### config.mk
export PLATFORM = sky130hd
export DESIGN_NAME = hamming_serial_tx_flat
export DESIGN_NICKNAME = d
export VERILOG_FILES = /design/src/rtl/hamming_serial_tx_if.sv /design/src/rtl/hamming_serial_tx.sv /design/src/flat_wrapper.sv
export SDC_FILE = /design/constraint.sdc
export NUM_CORES = 1
export LEC_CHECK = 0
export CAP_MARGIN = 10
export CORE_AREA = 5 5 100 93
export CTS_BUF_LIST = sky130_fd_sc_hd__clkbuf_4 sky130_fd_sc_hd__clkbuf_8 sky130_fd_sc_hd__clkbuf_16
export DETAILED_ROUTE_END_ITERATION = 10
export DIE_AREA = 0 0 105 98
export HOLD_SLACK_MARGIN = 0.02
export PLACE_DENSITY = 0.67
export SYNTH_ARGS = -nofsm -noshare
export SYNTH_HDL_FRONTEND = slang
export SYNTH_SLANG_ARGS = --single-unit
### constraint.sdc
create_clock -name clk -period 2.2 [get_ports clk]
set_input_delay 0.44 -clock clk [delete_from_list [all_inputs] [get_ports clk]]
set_output_delay 0.44 -clock clk [all_outputs]
set_load 0.01 [all_outputs]
### src/rtl/hamming_serial_tx_if.sv
// ============================================================================
// Module   : hamming_serial_tx_if
// Brief    : Peripheral register bus for the Hamming (7,4) serial transmitter.
// Revision : 1.0 - initial release
// ============================================================================
`default_nettype none

interface hamming_serial_tx_if;
    logic [3:0] address;
    logic       data_write;
    logic [7:0] data_in;
    logic [7:0] data_out;

    modport master (
        output address,
        output data_write,
        output data_in,
        input  data_out
    );

    modport slave (
        input  address,
        input  data_write,
        input  data_in,
        output data_out
    );
endinterface

`default_nettype wire

### src/rtl/hamming_serial_tx.sv
// ============================================================================
// Module   : hamming_serial_tx
// Brief    : 4-deep codeword FIFO feeding a start/7-bit/stop serial framer.
//            Define HAMMING_SER_ENCODE_EN to Hamming-encode data_in[3:0] on push.
// Revision : 1.0 - initial release
// ============================================================================
`default_nettype none

module hamming_serial_tx (
    input  logic               clk,
    input  logic               rst,
    input  logic [7:0]         ui_in,
    output logic [7:0]         uo_out,
    hamming_serial_tx_if.slave bus
);

    localparam logic [3:0] c_ADDR_DATA   = 4'h0;
    localparam logic [3:0] c_ADDR_DIV    = 4'h1;
    localparam logic [3:0] c_ADDR_CTRL   = 4'h2;
    localparam logic [3:0] c_ADDR_STATUS = 4'h3;
    localparam logic [2:0] c_LAST_BIT    = 3'd6;

    typedef enum logic [1:0] {
        ST_IDLE  = 2'd0,
        ST_START = 2'd1,
        ST_DATA  = 2'd2,
        ST_STOP  = 2'd3
    } state_t;

    state_t     r_state, w_state_nxt;
    logic [7:0] r_div;
    logic       r_en, r_ovf;
    logic [6:0] r_mem [0:3];
    logic [1:0] r_wr_ptr, r_rd_ptr;
    logic [2:0] r_level;
    logic [6:0] r_shift, w_shift_nxt;
    logic [7:0] r_cnt, w_cnt_nxt;
    logic [2:0] r_idx, w_idx_nxt;
    logic       r_txd, r_busy, w_txd_nxt;
    logic       w_wr_data, w_wr_div, w_wr_ctrl, w_flush, w_ovfclr;
    logic       w_empty, w_full, w_pop, w_push, w_push_ok;
    logic [6:0] w_push_word;
    logic       w_unused_ui;

    assign w_unused_ui = ^ui_in;

    assign w_wr_data = bus.data_write && (bus.address == c_ADDR_DATA);
    assign w_wr_div  = bus.data_write && (bus.address == c_ADDR_DIV);
    assign w_wr_ctrl = bus.data_write && (bus.address == c_ADDR_CTRL);
    assign w_flush   = w_wr_ctrl && bus.data_in[1];
    assign w_ovfclr  = w_wr_ctrl && bus.data_in[2];

    assign w_empty   = (r_level == 3'd0);
    assign w_full    = (r_level == 3'd4);
    assign w_push    = w_wr_data && !w_flush;
    // A pop in the same cycle frees the slot, so a full FIFO still accepts the push.
    assign w_push_ok = w_push && (!w_full || w_pop);

`ifdef HAMMING_SER_ENCODE_EN
    logic [3:0] w_d;
    assign w_d = bus.data_in[3:0];
    assign w_push_word = {w_d[3], w_d[2], w_d[1], w_d[1] ^ w_d[2] ^ w_d[3],
                          w_d[0], w_d[0] ^ w_d[2] ^ w_d[3], w_d[0] ^ w_d[1] ^ w_d[3]};
`else
    assign w_push_word = bus.data_in[6:0];
`endif

    // Control/status registers and FIFO bookkeeping.
    always_ff @(posedge clk or posedge rst) begin
        if (rst) begin
            r_div    <= 8'h0F;
            r_en     <= 1'b0;
            r_ovf    <= 1'b0;
            r_wr_ptr <= 2'd0;
            r_rd_ptr <= 2'd0;
            r_level  <= 3'd0;
        end else begin
            if (w_wr_div)  r_div <= bus.data_in;
            if (w_wr_ctrl) r_en  <= bus.data_in[0];
            if (w_ovfclr)
                r_ovf <= 1'b0;
            else if (w_push && w_full && !w_pop)
                r_ovf <= 1'b1;
            if (w_flush) begin
                r_wr_ptr <= 2'd0;
                r_rd_ptr <= 2'd0;
                r_level  <= 3'd0;
            end else begin
                if (w_push_ok) r_wr_ptr <= r_wr_ptr + 2'd1;
                if (w_pop)     r_rd_ptr <= r_rd_ptr + 2'd1;
                r_level <= r_level + {2'b00, w_push_ok} - {2'b00, w_pop};
            end
        end
    end

    always_ff @(posedge clk) begin
        if (w_push_ok) r_mem[r_wr_ptr] <= w_push_word;
    end

    always_ff @(posedge clk or posedge rst) begin
        if (rst) begin
            r_state <= ST_IDLE;
            r_shift <= 7'd0;
            r_cnt   <= 8'd0;
            r_idx   <= 3'd0;
            r_txd   <= 1'b1;
            r_busy  <= 1'b0;
        end else begin
            r_state <= w_state_nxt;
            r_shift <= w_shift_nxt;
            r_cnt   <= w_cnt_nxt;
            r_idx   <= w_idx_nxt;
            r_txd   <= w_txd_nxt;
            r_busy  <= (w_state_nxt != ST_IDLE);
        end
    end

    // Every bit boundary reloads from the live DIV register.
    always_comb begin
        w_state_nxt = r_state;
        w_shift_nxt = r_shift;
        w_cnt_nxt   = r_cnt - 8'd1;
        w_idx_nxt   = r_idx;
        w_pop       = 1'b0;
        case (r_state)
            ST_IDLE: begin
                w_cnt_nxt = r_cnt;
                if (r_en && !w_empty && !w_flush) begin
                    w_pop       = 1'b1;
                    w_shift_nxt = r_mem[r_rd_ptr];
                    w_cnt_nxt   = r_div;
                    w_state_nxt = ST_START;
                end
            end
            ST_START: begin
                if (r_cnt == 8'd0) begin
                    w_cnt_nxt   = r_div;
                    w_idx_nxt   = 3'd0;
                    w_state_nxt = ST_DATA;
                end
            end
            ST_DATA: begin
                if (r_cnt == 8'd0) begin
                    w_cnt_nxt = r_div;
                    if (r_idx == c_LAST_BIT) begin
                        w_state_nxt = ST_STOP;
                    end else begin
                        w_idx_nxt   = r_idx + 3'd1;
                        w_shift_nxt = {1'b0, r_shift[6:1]};
                    end
                end
            end
            ST_STOP: begin
                if (r_cnt == 8'd0) w_state_nxt = ST_IDLE;
            end
            default: w_state_nxt = ST_IDLE;
        endcase

        case (w_state_nxt)
            ST_START: w_txd_nxt = 1'b0;
            ST_DATA:  w_txd_nxt = w_shift_nxt[0];
            default:  w_txd_nxt = 1'b1;
        endcase
    end

    assign uo_out = {6'b000000, r_busy, r_txd};

    always_comb begin
        bus.data_out = 8'h00;
        case (bus.address)
            c_ADDR_DATA:   bus.data_out = {5'b00000, r_level};
            c_ADDR_DIV:    bus.data_out = r_div;
            c_ADDR_CTRL:   bus.data_out = {7'b0000000, r_en};
            c_ADDR_STATUS: bus.data_out = {1'b0, r_level, r_ovf, w_full, w_empty, r_busy};
            default:       bus.data_out = 8'h00;
        endcase
    end

endmodule

`default_nettype wire

### src/flat_wrapper.sv
// flat-port wrapper written by rule: the top's interface ports become plain ports
module hamming_serial_tx_flat 
  (clk, rst, ui_in, uo_out, bus_address, bus_data_write, bus_data_in, bus_data_out);
  hamming_serial_tx_if bus_i ();
  input  logic clk;
  input  logic rst;
  input  logic [7:0] ui_in;
  output logic [7:0] uo_out;
  input wire logic [$bits(bus_i.address)-1:0] bus_address;
  input wire logic [$bits(bus_i.data_write)-1:0] bus_data_write;
  input wire logic [$bits(bus_i.data_in)-1:0] bus_data_in;
  output wire logic [$bits(bus_i.data_out)-1:0] bus_data_out;
  assign bus_i.address = bus_address;
  assign bus_i.data_write = bus_data_write;
  assign bus_i.data_in = bus_data_in;
  assign bus_data_out = bus_i.data_out;
  hamming_serial_tx u_core (.clk(clk), .rst(rst), .ui_in(ui_in), .uo_out(uo_out), .bus(bus_i));
endmodule
==> results.ini <==
[worst_setup_path]
cp-end-kind = flop
reg2reg_depth = 11
arrival_ns = 2.53
start_kind = input pin
path_class = input pin to flop
max_stage_delay_ns = 0.56
r2r-end = u_core.r_level[2]$_DFF_PP0_
slowest_stage = or4b_4
reg2reg_from = u_core.r_state[1]$_DFF_PP0_
ff2ff_setup_slack_ns = -0.06
worstPathRequired_ns = 2.43
crit_fanout = 2
cp_cell_sequence = buf_6, or4b_4, o211ai_4, inv_2, ha_4, inv_4, ha_4, inv_2, fa_2, xor2_2, xnor2_1, nor2_1

[yosys]
synth_top_family_by_area = compound AO/OA/AOI/OAI gates
yosysWarnings = 0
synth_area_leaders = dfrtp_1 (24%), edfxtp_1 (24%), mux4_2 (5.1%)
synth-xor-area-share_pct = 0.744
yosysUniqueCellTypes = 63
yosys.area_share.adder_pct = 5.53
synth-simple-area-share_pct = 9.99
synthesis.area_sq_mm = 0.00353
synthMuxAreaShare_pct = 12.7
synth_compound_area_share_pct = 13.8
synth_seq_area_share_pct = 51.6
yosys.area.top_type = dfrtp_1
synth_top_area_share_pct = 24.1
async_reset_ff_share_pct = 58.2
avgSynthCellArea_sq_um = 12.7
ys_seq_elements = 67
syn_inst = 279
synthFlopType = dfrtp_1
synth_edf_count = 28

[pwr]
p_total_w = 0.00316
p_leak_nw = 1.88
powerDensity_mw_per_mm2 = 695
peakVddDrop_mv = 0.364

[global_routing]
grt_pass1_vias = 2534
grt_overflow = 0
grt_usage_pct = 15.5
antenna_found_initial = 0
grt_max_degree = 40
grt_pass1_wl_um = 12800

[clock_tree]
clk_latency_ns = 0.35
clock_path_buffers = 2
cts-root-buf = clkbuf_8
htree_levels = 3
clk_pin_slew_ns = 0.08
clock_sinks = 67
cts_tree = done
cts_buffers = 9

[drt]
drc_errors = 0
ant_nets = 0
routed_wl_um = 7540
first_iter_violations = 125
drtPass1Iterations = 4
via_count = 2435
post_drt_via_cell_ratio = 5.23
wire_per_inst_um = 16.2

[floorplanning]
pin_count = 39
die-width_um = 105
core_area_sq_mm = 0.00825
rows = 32
die_y_um = 98
dieArea_sq_mm = 0.0103
start_util_pct = 42.8

[sta]
fmax_mhz = 435
clock_skew_ns = 0.00828
slew_violations = 0
rsz0062_at_grt = true
hold_viol_final = 0
min_period_ns = 2.30
worstMarginPinSlew_ns = 0.505
final-setup-viol-count = 1
setup_ws_ns = -0.100
slew_headroom_pct = 66.4
finalCritPeriodShare_pct = 105

[job]
maxCapViolations = 0

[run_status]
outcome = finished, violations left
violations = setup timing

[layout]
multi_input_area_sq_mm = 0.00162
postLayoutCellArea_sq_mm = 0.00454
drive_above_1_share_pct = 37.4
n_antenna_cell = 0
seqCellArea_sq_mm = 0.00182
n_fill_cell = 675
syn2layout_area_growth_pct = 28.7
layout.nets = 397

[place]
dp_hpwl_um = 5510
post_dp_cell_area_sq_mm = 0.00425
io_buffers = 24
place.gp.congestion = 0.820

[min_path]
hold_path_class = input pin to asynchronous set/reset pin

-- state kept, by name (all words and copies together) (netlist names) --
register         count
u_core.r_mem        28
u_core.r_cnt         8
u_core.r_div         8
u_core.r_shift       7
u_core.r_idx         3
u_core.r_level       3
u_core.r_rd_ptr      2
u_core.r_state       2
u_core.r_wr_ptr      2
u_core.r_busy        1
u_core.r_en          1
u_core.r_ovf         1
u_core.r_txd         1
-- layout by cell type, fill, tap and decap left out, types with 6 or more instances in the layout --
cell	count
buf_4	52
dfrtp_1	34
edfxtp_1	28
nor2_1	17
nand2_1	14
clkdlybuf4s50_1	14
o21ai_0	13
inv_1	12
mux2_2	10
ha_1	10
clkbuf_8	9
mux4_2	8
a21oi_1	7
a22o_1	7
mux2i_1	7
and2_1	7
nand3_1	6
conb_1	6
-- area by class of cell --
| class | instances | area share [%] |
|---|---|---|
| inverters | 18 | 1.54 |
| clock inverters | 7 | 1.84 |
| clock buffers | 9 | 2.73 |
| well taps | 102 | 2.81 |
| flip-flops and latches | 67 | 40.1 |
| multi-input cells | 181 | 35.6 |
| repair buffers | 82 | 15.4 |
-- power breakdown --
part           leakage [nW]  switching (W)  internal (W)
Combinational          1.06       0.000296      0.000300
Clock                 0.102       0.000533      0.000543
Sequential            0.722      0.0000807       0.00141
Total                  1.88       0.000909       0.00225
-- cells in the mapped netlist, types with 6 or more instances --
| master | number |
|---|---|
| inv_1 | 17 |
| a21oi_1 | 7 |
| mux4_2 | 8 |
| buf_4 | 8 |
| and2_1 | 8 |
| ha_1 | 14 |
| mux2_2 | 10 |
| dfrtp_1 | 34 |
| o21ai_0 | 13 |
| mux2i_1 | 7 |
| edfxtp_1 | 28 |
| nand3_1 | 6 |
| a22o_1 | 7 |
| nor2_1 | 17 |
| nand2_1 | 16 |
-- what timing repair did --
| action | 4_1_cts | 5_1_grt |
|---|---|---|
| setup endpoints to repair | 45 | 19 |
| cloned | 1 | 0 |
| pin swaps | 8 | 8 |
| hold buffers | 0 | 0 |
| buffers inserted | 4 | 2 |
| resized for setup | 33 | 10 |
-- cells by family after synthesis --
family | Yosys count
AOI/OAI and AO/OA | 62
xor gates and xnor gates | 3
adders and majority gates | 15
buffers and inverters | 36
DFF | 67
muxes | 31
other | 1
and+or+nand+nor | 64
-- worst max-delay path: cells and delay by family --
kind,cells,cell delay (ns)
XOR/XNOR,2,0.33
AND/OR/NAND/NOR,2,0.62
buffers and inverters,4,0.24
adder cells (fa/ha/maj),3,0.70
AO/OA/AOI/OAI,1,0.20
-- worst max path at each step --
stage                         startpoint                          end  depth (start not counted)
after detailed placement  bus_address[2]  u_core.r_level[2]$_DFF_PP0_                         10
after global placement    bus_address[2]  u_core.r_level[2]$_DFF_PP0_                         10
after global routing      bus_address[3]  u_core.r_level[2]$_DFF_PP0_                         12
after floorplan           bus_address[0]  u_core.r_level[2]$_DFF_PP0_                         13
after CTS                 bus_address[0]  u_core.r_level[2]$_DFF_PP0_                         12
final                     bus_address[3]  u_core.r_level[2]$_DFF_PP0_                         12
-- metrics by stage --
step	util [%]	setup TNS [ns]	std cells	hold slack (ns)	worst slack [ns]
2_1_floorplan	-	-3.46	284	0.468	-0.535
3_3_place_gp	51.5	-22.79	443	0.497	-0.745
3_5_place_dp	51.5	-25.14	443	0.496	-0.830
4_1_cts	54.7	-0.101	464	0.519	-0.101
5_1_grt	55.1	-0.311	466	0.548	-0.167
6_report	55.1	-0.100	466	0.516	-0.100
-- metal layers --
layer  vias to the layer above  track usage, %  routed length [um]
met5                         -               0                   0
met4                         0            4.52                 120
met2                        64            24.9                3590
met1                      1175            21.3                3410
li1                       1186               -                   -
met3                        10            3.37                 422
No activity file was read; power rests on OpenSTA's default activity.
